$ cat src/rtl/vmem_rect_fill.sv
// Rectangle-fill write engine for the tile video memory: clips a fill command
// to the visible COLS x ROWS area and streams one raster-order write per clock.
module vmem_rect_fill #(
  parameter int COLS   = 80,
  parameter int ROWS   = 60,
  parameter int ADDR_W = 13,
  parameter int DATA_W = 15
) (
  input  logic              clkb,
  input  logic              rst_n,
  input  logic              cmd_valid,
  output logic              cmd_ready,
  input  logic              cmd_clear,
  input  logic [6:0]        cmd_x,
  input  logic [5:0]        cmd_y,
  input  logic [6:0]        cmd_w,
  input  logic [5:0]        cmd_h,
  input  logic [DATA_W-1:0] cmd_color,
  output logic [ADDR_W-1:0] mem_waddr,
  output logic [DATA_W-1:0] mem_wdata,
  output logic              mem_web,
  output logic              busy,
  output logic              done
);

  typedef enum logic [1:0] {IDLE, CLIP, FILL, DONE} state_e;

  localparam logic [7:0] ColsW = 8'(COLS);
  localparam logic [6:0] RowsW = 7'(ROWS);

  state_e            state_q, state_d;
  logic [6:0]        cmdX_q, cmdX_d;
  logic [5:0]        cmdY_q, cmdY_d;
  logic [7:0]        cmdW_q, cmdW_d;
  logic [6:0]        cmdH_q, cmdH_d;
  logic [DATA_W-1:0] color_q, color_d;
  logic [7:0]        xEnd_q, xEnd_d;
  logic [6:0]        yEnd_q, yEnd_d;
  logic [6:0]        col_q, col_d;
  logic [5:0]        row_q, row_d;
  logic [DATA_W-1:0] wdata_q, wdata_d;
  logic              web_q, web_d;

  logic [7:0]        xSum;
  logic [6:0]        ySum;
  logic              areaEmpty;
  logic              colLast;
  logic              rowLast;

  // Widened sums cannot wrap: x+w tops out at 255 and y+h at 127.
  always_comb begin
    xSum      = {1'b0, cmdX_q} + cmdW_q;
    ySum      = {1'b0, cmdY_q} + cmdH_q;
    areaEmpty = (cmdW_q == 8'd0) || (cmdH_q == 7'd0) ||
                ({1'b0, cmdX_q} >= ColsW) || ({1'b0, cmdY_q} >= RowsW);
    colLast   = (({1'b0, col_q} + 8'd1) == xEnd_q);
    rowLast   = (({1'b0, row_q} + 7'd1) == yEnd_q);
  end

  always_comb begin
    state_d = state_q;
    cmdX_d  = cmdX_q;
    cmdY_d  = cmdY_q;
    cmdW_d  = cmdW_q;
    cmdH_d  = cmdH_q;
    color_d = color_q;
    xEnd_d  = xEnd_q;
    yEnd_d  = yEnd_q;
    col_d   = col_q;
    row_d   = row_q;
    wdata_d = wdata_q;
    web_d   = 1'b0;
    case (state_q)
      IDLE: begin
        if (cmd_valid) begin
          cmdX_d  = cmd_clear ? 7'd0  : cmd_x;
          cmdY_d  = cmd_clear ? 6'd0  : cmd_y;
          cmdW_d  = cmd_clear ? ColsW : {1'b0, cmd_w};
          cmdH_d  = cmd_clear ? RowsW : {1'b0, cmd_h};
          color_d = cmd_color;
          state_d = CLIP;
        end
      end
      CLIP: begin
        xEnd_d = (xSum > ColsW) ? ColsW : xSum;
        yEnd_d = (ySum > RowsW) ? RowsW : ySum;
        if (areaEmpty) begin
          state_d = DONE;
        end else begin
          // The first write is issued here so it is on the port one cycle later.
          col_d   = cmdX_q;
          row_d   = cmdY_q;
          wdata_d = color_q;
          web_d   = 1'b1;
          state_d = FILL;
        end
      end
      FILL: begin
        if (colLast && rowLast) begin
          state_d = DONE;
        end else begin
          web_d = 1'b1;
          if (colLast) begin
            col_d = cmdX_q;
            row_d = row_q + 6'd1;
          end else begin
            col_d = col_q + 7'd1;
          end
        end
      end
      DONE: begin
        state_d = IDLE;
      end
      default: begin
        state_d = IDLE;
      end
    endcase
  end

  always_ff @(posedge clkb) begin
    if (!rst_n) begin
      state_q <= IDLE;
      cmdX_q  <= '0;
      cmdY_q  <= '0;
      cmdW_q  <= '0;
      cmdH_q  <= '0;
      color_q <= '0;
      xEnd_q  <= '0;
      yEnd_q  <= '0;
      col_q   <= '0;
      row_q   <= '0;
      wdata_q <= '0;
      web_q   <= 1'b0;
    end else begin
      state_q <= state_d;
      cmdX_q  <= cmdX_d;
      cmdY_q  <= cmdY_d;
      cmdW_q  <= cmdW_d;
      cmdH_q  <= cmdH_d;
      color_q <= color_d;
      xEnd_q  <= xEnd_d;
      yEnd_q  <= yEnd_d;
      col_q   <= col_d;
      row_q   <= row_d;
      wdata_q <= wdata_d;
      web_q   <= web_d;
    end
  end

  // Address and data only move together with a write, so they hold otherwise.
  assign mem_waddr = ADDR_W'({row_q, col_q});
  assign mem_wdata = wdata_q;
  assign mem_web   = web_q;
  assign cmd_ready = (state_q == IDLE);
  assign busy      = (state_q != IDLE);
  assign done      = (state_q == DONE);

endmodule
$ cat config.mk
export PLATFORM = sky130hd
export DESIGN_NAME = vmem_rect_fill
export DESIGN_NICKNAME = d
export VERILOG_FILES = /design/src/rtl/vmem_rect_fill.sv
export SDC_FILE = /design/constraint.sdc
export NUM_CORES = 1
export LEC_CHECK = 0
export BUFFER_PORTS_ARGS = -buffer_cell sky130_fd_sc_hd__buf_2
export CORE_MARGIN = 8
export CORE_UTILIZATION = 30
export DETAILED_ROUTE_END_ITERATION = 8
export GPL_ROUTABILITY_DRIVEN = 1
export PLACE_DENSITY = 0.51
export SETUP_SLACK_MARGIN = 0.3
export SLEW_MARGIN = 20
export SYNTH_ARGS = -nofsm -noshare
export SYNTH_HDL_FRONTEND = slang
export SYNTH_SLANG_ARGS = --single-unit
$ cat constraint.sdc
create_clock -name clkb -period 3.1 [get_ports clkb]
set_clock_uncertainty 0.1 [all_clocks]
set_input_delay 0.155 -clock clkb [delete_from_list [all_inputs] [get_ports clkb]]
set_output_delay 0.155 -clock clkb [all_outputs]
set_load 0.03 [all_outputs]
---- Yosys cells after proc, flatten, opt, wreduce, memory -nomap -nowiden ----
Cells that the tools add are included.
word-level totals
  bits in registers ....................... 89
  bits of input ports ..................... 45
  output and inout bits ................... 32
  logic and storage cells ................. 68
operators by class
  add/sub/neg operators ................... 6
  magnitude comparators ................... 4
  eq/ne operators ......................... 10
  mux-type cells .......................... 21
  bitwise gates (word level) .............. 1
  reduce and logical (&&, ||, !) cells .... 14
operators by type and width
  kind                                                 number
  two-way mux 7 bit                                    6
  two-way mux 6 bit                                    5
  case mux 7 bit (2 select lines)                      1
  case mux 6 bit (2 select lines)                      1
  inequality test 2 bit (second input constant)        5
  adder 7 x 1 -> 8 bit (second input constant)         1
  adder 7 x 8 -> 8 bit                                 1
  == test 8 bit                                        1
  > comparator 8 x 7 -> 1 bit (second input constant)  1
  zero test 8 bit                                      1
  two-way mux 8 bit                                    1
  case mux 2 bit (4 select lines)                      1
  adder 6 x 1 -> 7 bit (second input constant)         1
  adder 6 x 7 -> 7 bit                                 1
  adder 7 x 1 -> 7 bit (second input constant)         1
  == test 7 bit                                        1
  >= comparator 7 bit (second input constant)          1
  > comparator 7 x 6 -> 1 bit (second input constant)  1
  zero test 7 bit                                      1
  adder 6 x 1 -> 6 bit (second input constant)         1
  >= comparator 6 bit (second input constant)          1
  AND reduction 2 bit                                  3
  == test 2 bit (second input constant)                2
  two-way mux 2 bit                                    2
  10 further kinds                                     15

---- Depth between registers and ports, before layout ----
Gate-level depths: netlist of run 1.
  depth after elaboration ................. 6
  mapped depth ............................ 10
  gate-level depth less buffers ........... 10

---- Least setup slack after synthesis of run 1 ----
Ideal clock, no wire load.
  path type ............................... register to register
  start point ............................. register col_q[2]
  end point ............................... register row_q[1]
  library setup time ...................... 0.119 ns
  arrival time ............................ 2.476 ns
  required time ........................... 2.881 ns
  path slack .............................. 0.406 ns
  stages on the path, launching flop included .. 9
  path buffers ............................ 1
  clock period less this slack ............ 2.694 ns
  cells stage by stage .................... dfxtp_1 buf_2 and4_1 a21boi_1 or4_4 a311oi_4 a21boi_4 a31oi_1 o221a_2
on the way
  longest elaborated chain between the ends .. 5
  elaborated cells on any way between the ends .. 6
  classes of those cells .................. 1 x add/sub; 3 x eq/ne; 2 x reduce/logical
ends and longest elaborated chain
  item                                      line  RTL
  start, declared                           39    logic [6:0] col_q, col_d;
  start signal, assigned                    143   col_q <= col_d;
  adder 7 x 1 -> 8 bit (*)                  56    colLast = (({1'b0, col_q} + 8'd1) == xEnd_q);
  == test 8 bit (*)                         56
  logical AND 1 bit                         99    if (colLast && rowLast) begin
  inequality test 2 bit (no source line)    -
  AND reduction 4 bit (no source line) (*)  -
  end signal, assigned                      144   row_q <= row_d;
  end, declared                             40    logic [5:0] row_q, row_d;
Mark *: on every way between the ends. The rest lies on a longest branch, timed or not.
A chain may end at the register's enable or synchronous reset.

---- Worst setup path in the final report of run 1 ----
  start point ............................. register col_q[2]
  end point ............................... register state_q[0]
on the way
  longest elaborated chain between the ends .. 5
ends and longest elaborated chain
  item                                    line  RTL
  adder 7 x 1 -> 8 bit                    56
  == test 8 bit                           56
  logical AND 1 bit                       99
  inequality test 2 bit (no source line)  -
  AND reduction 2 bit (no source line)    -
  end signal, assigned                    135   state_q <= state_d;
  end, declared                           31    state_e state_q, state_d;
No other way between the ends.

==> results of run 1 <==
[cells by family (layout without fill, tap and decap cells)]
family	Yosys count	count (layout)	synth area share, %
buf+inv	55	139	4.53
xor+xnor	18	18	3.42
mux	23	23	4.99
flops	87	87	37.8
fa+ha+maj	21	21	6.02
simple gates	203	203	23.9
compound gates	130	130	19.4
[path summary, 6_finish.rpt]
path	depth (start not counted)	slack, ns	to
setup / recovery	7	0.37	state_q[0]
setup reg to reg	7	0.37	state_q[0]
hold / removal	3	0.02	cmdW_q[4]
hold reg to reg	2	0.36	color_q[0]
[sequential cells by signal, indices dropped and copies added, names as in the netlist]
signal / flops
col_q: 7
xEnd_q: 8
row_q: 6
cmdY_q: 6
yEnd_q: 7
mem_wdata: 15
mem_web: 1
cmdH_q: 6
cmdW_q: 7
state_q: 2
color_q: 15
cmdX_q: 7
[cells in the final DEF (no fill, tap or decap), types with 18 or more instances in the layout]
master    instances
buf_2            76
nor2_1           33
mux2i_1          23
dfxtp_1          84
a21oi_1          39
nor3b_1          28
nor2b_1          34
a21boi_0         19
o21ai_0          19
ha_1             18
inv_1            25
nand2_1          49
[power by group]
| group | total [mW] | switching (mW) | internal (mW) |
|---|---|---|---|
| combinational | 1.42 | 0.869 | 0.555 |
| sequential | 1.52 | 0.206 | 1.32 |
| clock | 1.09 | 0.465 | 0.629 |
| total | 4.04 | 1.54 | 2.50 |
[area by class of cell]
cell class | count | area, sq um
Clock buffer | 10 | 229
Fill cell | 1557 | 9440
Sequential cell | 87 | 1750
Inverter | 25 | 93.8
Multi-Input combinational cell | 395 | 2690
Tap cell | 188 | 235
Clock inverter | 6 | 68.8
Timing Repair Buffer | 98 | 583
[metrics by stage]
| stage | total power, mW | cell area, sq um | std cells | worst slack [ns] |
|---|---|---|---|---|
| 2_1_floorplan | 2.54 | 4610 | 537 | 0.406 |
| 3_3_place_gp | 2.90 | 5160 | 777 | 0.282 |
| 3_5_place_dp | 2.94 | 5160 | 777 | 0.109 |
| 4_1_cts | 4.07 | 5630 | 809 | 0.308 |
| 5_1_grt | 4.31 | 5650 | 809 | 0.222 |
| 6_report | 4.04 | 5650 | 809 | 0.375 |
[critical path, cell delays in order, from the launching register on]
cell and delay (ns):
dfxtp_2 0.43, and4_1 0.28, a21boi_1 0.10, or4_4 0.51, a311oi_4 0.41, a31oi_2 0.26
a2111oi_2 0.42, nor3b_1 0.09
[cells in the mapped netlist (5+ instances only)]
| cell type | number | share of area [%] |
|---|---|---|
| and2_1 | 5 | 0.68 |
| mux2i_1 | 23 | 5.0 |
| dfxtp_1 | 87 | 38 |
| o22ai_1 | 5 | 0.68 |
| a32o_1 | 7 | 1.5 |
| and3_1 | 8 | 1.1 |
| o21ai_0 | 19 | 2.1 |
| nand4_1 | 6 | 0.81 |
| nand3b_1 | 5 | 0.81 |
| ha_1 | 19 | 5.2 |
| nor2_1 | 33 | 2.7 |
| a31oi_1 | 5 | 0.68 |
| a21oi_1 | 39 | 4.2 |
| a21boi_0 | 19 | 3.1 |
| nand3_1 | 8 | 0.87 |
| nor2b_1 | 34 | 4.6 |
| nor3b_1 | 28 | 4.6 |
| o21a_1 | 6 | 0.98 |
| nand2_1 | 50 | 4.1 |
| xor2_1 | 7 | 1.3 |
| xnor2_1 | 11 | 2.1 |
| nor3_1 | 12 | 1.3 |
| clkbuf_1 | 25 | 2.0 |
| inv_1 | 25 | 2.0 |
[layer usage]
| metal | share of wire [%] | GRT usage, % | up-vias |
|---|---|---|---|
| met1 | 49 | 16.5 | 1847 |
| met5 | 0.34 | 0 | - |
| met3 | 7.0 | 4.32 | 19 |
| met4 | 1.8 | 5.54 | 6 |
| met2 | 42 | 19.2 | 97 |
| li1 | - | - | 2068 |
[repair_timing]
action / in CTS / in global routing
setup endpoints to repair: 8 / 15
endpoints found under the hold margin: 15 / 0
pin swaps: 1 / 1
resized for setup: 3 / 6
hold buffers: 15 / 0
setup buffers: 1 / 0
==> results.py, run 1 <==
metrics = {
    "detailed_routing": {
        "ant_nets": 0,
        "drcViolationCount": 0,
        "drtIter0Drc": 269,
        "first_pass_iters": 4,
        "drt-total-wl_um": 12500,
        "wl_per_cell_um": 15.5,
        "vias": 4037,
        "viasPerCell": 4.99,
    },
    "global_route": {
        "grt_pass1_wl_um": 20500,
        "grt_pass1_vias": 3986,
        "overflow": 0,
        "antenna_found_initial": 3,
        "track_usage_pct": 12.9,
        "grt_max_degree": 75,
    },
    "logic_synthesis": {
        "synth_ff_type": "dfxtp_1",
        "syn_area_sq_um": 4610,
        "synthArstFlopShare_pct": 0,
        "ys_types": 54,
        "ys_ff_latch": 87,
        "synthCells": 537,
        "yosysSeqAreaShare_pct": 37.8,
        "avgSynthCellArea_sq_um": 8.59,
        "syn-num-nets": 603,
        "synth_edf_count": 0,
        "yosysWarnings": 0,
    },
    "cells_and_area": {
        "nets": 682,
        "postLayoutCoreUtil_pct": 37.4,
        "syn2layout_area_growth_pct": 22.4,
        "drive_gt1_share_pct": 18.4,
        "diodes": 0,
    },
    "timing": {
        "timing.setup.tns_ns": 0,
        "slew_viol_final": 0,
        "fin_crit_sh_pct": 87.9,
        "slew_headroom_pct": 38.2,
        "setup_viol": 0,
        "holdWs_ns": 0.0229,
        "fmax_mhz": 367,
        "layout_min_cycle_time_ns": 2.73,
        "hold_violations": 0,
        "rsz0062_at_grt": "yes",
        "worst_pin_slew_ns": 0.923,
    },
    "clocking": {
        "cts_buffers": 9,
        "root_buffer": "clkbuf_16",
        "clkLatencyLatePin_ns": 0.35,
        "cts_tree": "yes",
        "clkSlewWorstSetupHoldPaths_ns": 0.07,
        "cts_buffer_depth": 2,
        "clock-sinks": 87,
        "h-tree-depth": 3,
    },
    "job": {
        "cap_viol_max_count": 0,
    },
    "hold_path": {
        "hp-class": "input port to flop",
        "hp-start": "cmd_w[4]",
    },
    "die": {
        "coreArea_sq_um": 15100,
        "initial_core_util_pct": 30.6,
        "die_h_um": 140,
        "io_pins": 77,
        "dieArea_sq_um": 19600,
        "num_rows": 45,
        "fp.dieW_um": 140,
    },
    "power": {
        "peakVddDrop_mv": 0.291,
        "p_leak_nw": 2.36,
        "powerDensity_nw_per_um2": 716,
    },
    "worst_setup_path": {
        "timing.rr.start": "col_q[2]",
        "cp-end-kind": "flop",
        "crit_required_ns": 3.21,
        "start_kind": "flop",
        "arrival_ns": 2.83,
        "crit_start": "col_q[2]",
        "crit_type": "flop to flop",
        "worst-path-max-fanout": 10,
    },
    "placement": {
        "port_buffers": 76,
        "hpwl_um": 9140,
        "gp_congestion": 0.820,
    },
    "run_status": {
        "status": "complete, no violations",
    },
}
Note: power is estimated with default switching activity, not from simulation.
==> run 2, diff against run 1 <==
BUFFER_PORTS_ARGS = unset   (was -buffer_cell sky130_fd_sc_hd__buf_2)
DONT_BUFFER_PORTS = 1   (was unset)
PLACE_DENSITY = 0.47   (was 0.51)
SKIP_CTS_REPAIR_TIMING = 1   (was unset)
==> run 2 against run 1 <==
Net effect: sequential power barely moved; critical path depth increased by 1; critical endpoint is now row_q[0]; register-to-register slack improved by 0.02 ns; the run now ends with hold timing left; flip-flop and latch count unchanged; final cell count down 6.3%.
==> results.py, run 2 (synthesis results as in run 1) <==
metrics = {
    "cells_and_area": {
        "drive_gt1_share_pct": 9.49,
        "final_cell_area_sq_um": 5520,
        "nets": 630,
        "nFillCells": 1520,
        "final_cell_mix": "86 x dfxtp_1, 48 x nand2_1, 39 x a21oi_1, 34 x nor2b_1, 32 x nor2_1",
        "postLayoutCoreUtil_pct": 36.6,
        "final_common_cell": "dfxtp_1",
        "syn2layout_area_growth_pct": 19.7,
    },
    "worst_setup_path": {
        "crit_path_end": "row_q[0]",
        "arrival_ns": 2.87,
        "crit_required_ns": 3.26,
        "slowest_stage": "or4_4",
        "timing.rr.start": "col_q[2]",
        "worst-path-max-fanout": 10,
        "r2r_end": "row_q[0]",
        "worst-path-stages": 8,
        "cp_cell_sequence": "and4_1, a21boi_1, or4_4, a311oi_4, buf_4, a21boi_2, nand4b_1, a31oi_1",
        "crit_family": "simple AND/OR/NAND/NOR gates",
        "reg2regPathDepth": 8,
        "crit_type": "flop to flop",
        "cp-end-kind": "flop",
        "crit_start": "col_q[2]",
        "slowest_delay_ns": 0.51,
        "r2r_slack_ns": 0.39,
        "start_kind": "flop",
        "cp_num_buf_inv": 1,
    },
    "power": {
        "powerDensity_nw_per_um2": 747,
        "total_power_mw": 4.12,
        "p_seq_share_pct": 37.2,
        "p_int_mw": 2.55,
        "swShare_pct": 38.0,
        "p_leak_nw": 2.15,
        "switchingPower_mw": 1.57,
        "peakVddDrop_mv": 0.370,
        "clkPwrFrac_pct": 27.7,
        "comb_power_share_pct": 35.0,
    },
    "clocking": {
        "clkSlewWorstSetupHoldPaths_ns": 0.07,
        "cts_buffer_depth": 2,
        "h-tree-depth": 3,
        "clkLatencyLatePin_ns": 0.34,
        "cts_tree": "yes",
        "clock-sinks": 87,
        "cts_buffers": 9,
        "root_buffer": "clkbuf_16",
    },
    "detailed_routing": {
        "ant_nets": 0,
        "drt-total-wl_um": 12700,
        "first_pass_iters": 4,
        "vias": 3848,
        "wl_per_cell_um": 16.8,
        "viasPerCell": 5.08,
        "drcViolationCount": 0,
        "drtIter0Drc": 243,
    },
    "timing": {
        "slew_viol_final": 0,
        "timing.setup.tns_ns": 0,
        "rsz0062_at_grt": "no",
        "fin_crit_sh_pct": 87.4,
        "holdWs_ns": -0.0520,
        "setup_viol": 0,
        "hold_violations": 2,
        "slew_headroom_pct": 40.1,
        "fmax_mhz": 369,
        "worst_pin_slew_ns": 0.896,
        "layout_min_cycle_time_ns": 2.71,
    },
    "job": {
        "cap_viol_max_count": 0,
    },
    "die": {
        "coreArea_sq_um": 15100,
        "die_h_um": 140,
        "fp.dieW_um": 140,
        "num_rows": 45,
        "io_pins": 77,
        "dieArea_sq_um": 19600,
        "initial_core_util_pct": 30.6,
    },
    "global_route": {
        "antenna_found_initial": 6,
        "overflow": 0,
        "track_usage_pct": 12.5,
        "grt_pass1_vias": 3644,
        "grt_max_degree": 76,
        "grt_pass1_wl_um": 19500,
    },
    "run_status": {
        "status": "finished with violations",
        "violations": "hold timing",
    },
    "hold_path": {
        "hp-class": "input port to flop",
    },
    "placement": {
        "port_buffers": 0,
        "hpwl_um": 9080,
        "placed_cell_area_sq_um": 4860,
        "gp_congestion": 0.805,
    },
}
[run 2: cell types whose count changed in the layout (fill, tap and decap cells not counted), moves of 2 or more]
cell           previous run  this run
buf_2                    76         0
buf_4                     7        20
clkbuf_8                  0         2
clkinv_4                  2         0
dfxtp_1                  84        86
dfxtp_2                   3         1
dlygate4sd3_1            15        23
[run 2: layout make-up]
class	instances	area [sq um]	share of cell area (%)
Tap cell	188	235	4.26
Sequential cell	87	1740	31.6
Antenna cell	1	2.50	0.0453
Multi-Input combinational cell	396	2710	49.1
Inverter	25	93.8	1.70
Clock inverter	5	62.6	1.13
Clock buffer	11	253	4.58
Timing Repair Buffer	45	419	7.59
[run 2: worst min path at each step]
stage            startpoint          to  slack, ns  cells after the start
2_1_floorplan  cmd_color[0]  color_q[0]       0.19                      2
3_3_place_gp   cmd_color[0]  color_q[0]       0.20                      2
3_5_place_dp   cmd_color[3]  color_q[3]       0.21                      2
4_1_cts        cmd_color[3]  color_q[3]      -0.16                      2
5_1_grt               rst_n   xEnd_q[0]      0.005                      2
6_report          cmd_clear   cmdY_q[0]      -0.05                      3
[run 2: through the flow]
step	worst slack, ns	cells
final	0.391	758
after CTS	0.227	728
after floorplan	0.406	537
after detailed placement	0.260	712
after global placement	0.291	712
after global routing	0.281	758
[run 2: routing by layer]
layer	vias to the layer above	global-route usage, %	wire length (um)
li1	1962	-	-
met1	1748	15.4	5980
met2	108	17.8	5140
met3	20	8.46	1370
met4	10	2.57	184
met5	-	0	53
[run 2: worst register-to-register path, stage by stage, from the launching register on]
cell	delay, ns
dfxtp_1	0.50
and4_1	0.28
a21boi_1	0.09
or4_4	0.51
a311oi_4	0.38
buf_4	0.18
a21boi_2	0.23
nand4b_1	0.13
a31oi_1	0.21
[run 2: power groups by stage]
stage / sequential [mW] / clock (mW) / combinational (mW)
after detailed placement: 1.56 / 0 / 1.34
after CTS: 1.54 / 1.18 / 1.34
final: 1.54 / 1.14 / 1.44
after global placement: 1.56 / 0 / 1.32
after floorplan: 1.57 / 0 / 0.973
after global routing: 1.57 / 1.22 / 1.60
==> run 3, diff against run 2 <==
--- a/config.mk
+++ b/config.mk
@@ -12,3 +12,4 @@
 export GPL_ROUTABILITY_DRIVEN = 1
-export PLACE_DENSITY = 0.47
+export GPL_TIMING_DRIVEN = 0
+export PLACE_DENSITY = 0.48
 export SETUP_SLACK_MARGIN = 0.3
==> constraint.sdc (replaced) <==
create_clock -name clkb -period 2.4 [get_ports clkb]
set_clock_uncertainty 0.1 [all_clocks]
set_input_delay 0.48 -clock clkb [delete_from_list [all_inputs] [get_ports clkb]]
set_output_delay 0.48 -clock clkb [all_outputs]
set_load 0.03 [all_outputs]
==> run 3 against run 2 <==
Net effect: the flow finishes with violations (setup timing); critical path depth up 1; non-clock buffer count is 6 higher; count of clock-buffer cells in the layout unchanged; die area unchanged; sequential power is 39% higher; first-iteration DRC count shrank 7.4%; core utilization up 1.7 points; maximum frequency is 5.2% higher; combinational power grew 45%; final cell count up 0.79%; final area up 4.8%; via count is 4.8% higher.
==> results.py, run 3 (synthesis results as in run 1) <==
metrics = {
    "placement": {
        "gp_congestion": 0.783,
        "pre_cts_ws_ns": -0.510,
        "port_buffers": 0,
        "hpwl_um": 10500,
    },
    "detailed_routing": {
        "drcViolationCount": 0,
        "ant_nets": 0,
        "wl_per_cell_um": 18.7,
        "vias": 4034,
        "drtIter0Drc": 225,
        "viasPerCell": 5.28,
        "drt-total-wl_um": 14300,
        "first_pass_iters": 6,
    },
    "power": {
        "peakVddDrop_mv": 0.427,
        "p_int_mw": 3.36,
        "swShare_pct": 40.1,
        "clkPwrFrac_pct": 24.6,
        "switchingPower_mw": 2.25,
        "comb_power_share_pct": 37.3,
        "p_leak_nw": 2.16,
        "powerDensity_nw_per_um2": 969,
        "p_seq_share_pct": 38.2,
    },
    "worst_setup_path": {
        "timing.rr.start": "col_q[2]",
        "arrival_ns": 2.71,
        "worst-path-max-fanout": 5,
        "crit_required_ns": 2.54,
        "crit_start": "col_q[2]",
        "cp-end-kind": "flop",
        "start_kind": "flop",
        "crit_type": "flop to flop",
    },
    "run_status": {
        "status": "finished with violations",
        "violations": "setup timing",
    },
    "timing": {
        "timing.final.ws_setup_ns": -0.174,
        "slew_headroom_pct": 46.9,
        "rsz0062_at_grt": "yes",
        "setup_viol": 13,
        "hold_violations": 0,
        "fin_crit_sh_pct": 107,
        "fmax_mhz": 388,
        "layout_min_cycle_time_ns": 2.57,
        "worst_pin_slew_ns": 0.797,
        "slew_viol_final": 0,
    },
    "clocking": {
        "h-tree-depth": 3,
        "clock-sinks": 87,
        "cts_buffers": 9,
        "cts_tree": "yes",
        "clkLatencyLatePin_ns": 0.35,
        "clkSlewWorstSetupHoldPaths_ns": 0.06,
        "cts_buffer_depth": 2,
        "root_buffer": "clkbuf_16",
    },
    "cells_and_area": {
        "nets": 637,
        "final_cell_mix": "66 x dfxtp_1, 46 x nand2_1, 33 x a21oi_1, 33 x nor2b_1",
        "final_common_cell": "dfxtp_1",
        "postLayoutCoreUtil_pct": 38.3,
        "seq_area_sq_um": 1800,
        "drive_gt1_share_pct": 22.7,
        "multiInputGateArea_sq_um": 3020,
        "syn2layout_area_growth_pct": 25.4,
        "nFillCells": 1546,
        "diodes": 0,
    },
    "die": {
        "initial_core_util_pct": 30.6,
        "num_rows": 45,
        "coreArea_sq_um": 15100,
        "die_h_um": 140,
        "dieArea_sq_um": 19600,
        "fp.dieW_um": 140,
        "io_pins": 77,
    },
    "global_route": {
        "track_usage_pct": 14.2,
        "grt_pass1_wl_um": 21600,
        "antenna_found_initial": 4,
        "overflow": 0,
        "grt_pass1_vias": 3908,
        "grt_max_degree": 16,
    },
    "job": {
        "cap_viol_max_count": 0,
    },
    "hold_path": {
        "hp-start": "cmd_color[0]",
        "hp-class": "input port to flop",
    },
}
run 3: power by group through the flow:
stage	logic (mW)	registers, mW	clock network [mW]
after floorplan	1.28	2.03	0
after global placement	1.59	2.12	0
after detailed placement	1.63	2.13	0
after CTS	1.64	2.10	1.41
after global routing	2.30	2.18	1.46
final	2.09	2.14	1.38
run 3: per-layer routing:
layer  GRT usage [%]  up-vias  routed length, um
met5               0        -                 49
met4            4.63        8                193
met3            6.86       22               1490
met2            21.2      126               6310
met1            17.4     1889               6250
li1                -     1989                  -
run 3: final cells by class:
cell class | count | share of cell area (%)
Inverter | 25 | 1.69
Sequential cell | 87 | 31.0
Timing Repair Buffer | 21 | 3.29
Tap cell | 188 | 4.07
Buffer | 30 | 2.70
Clock inverter | 5 | 0.671
Multi-Input combinational cell | 397 | 52.2
Clock buffer | 11 | 4.37
run 3: worst paths after layout:
path / to / slack (ns) / depth (start not counted)
min: color_q[0] / 0.16 / 2
max: row_q[1] / -0.17 / 9
max reg2reg: row_q[1] / -0.17 / 9
min reg2reg: color_q[0] / 0.35 / 2
run 3: worst max-delay path, cell delays in order, from the launching register on:
cell and delay [ns]:
dfxtp_4 0.41, buf_6 0.14, and4_4 0.24, a21boi_2 0.06
or4_4 0.43, a311oi_4 0.27, buf_6 0.16, a21boi_4 0.24
a31oi_1 0.11, o221a_2 0.29
run 3: through the flow:
stage / TNS (ns) / power, mW / std cells / hold WS [ns] / instance area (sq um)
6_report: -1.09 / 5.60 / 764 / 0.161 / 5780
5_1_grt: -2.25 / 5.94 / 764 / 0.173 / 5780
4_1_cts: -11.86 / 5.15 / 741 / 0.149 / 5170
3_5_place_dp: -10.67 / 3.76 / 725 / 0.348 / 4880
3_3_place_gp: -9.61 / 3.72 / 725 / 0.347 / 4880
2_1_floorplan: -0.493 / 3.31 / 537 / 0.336 / 4650
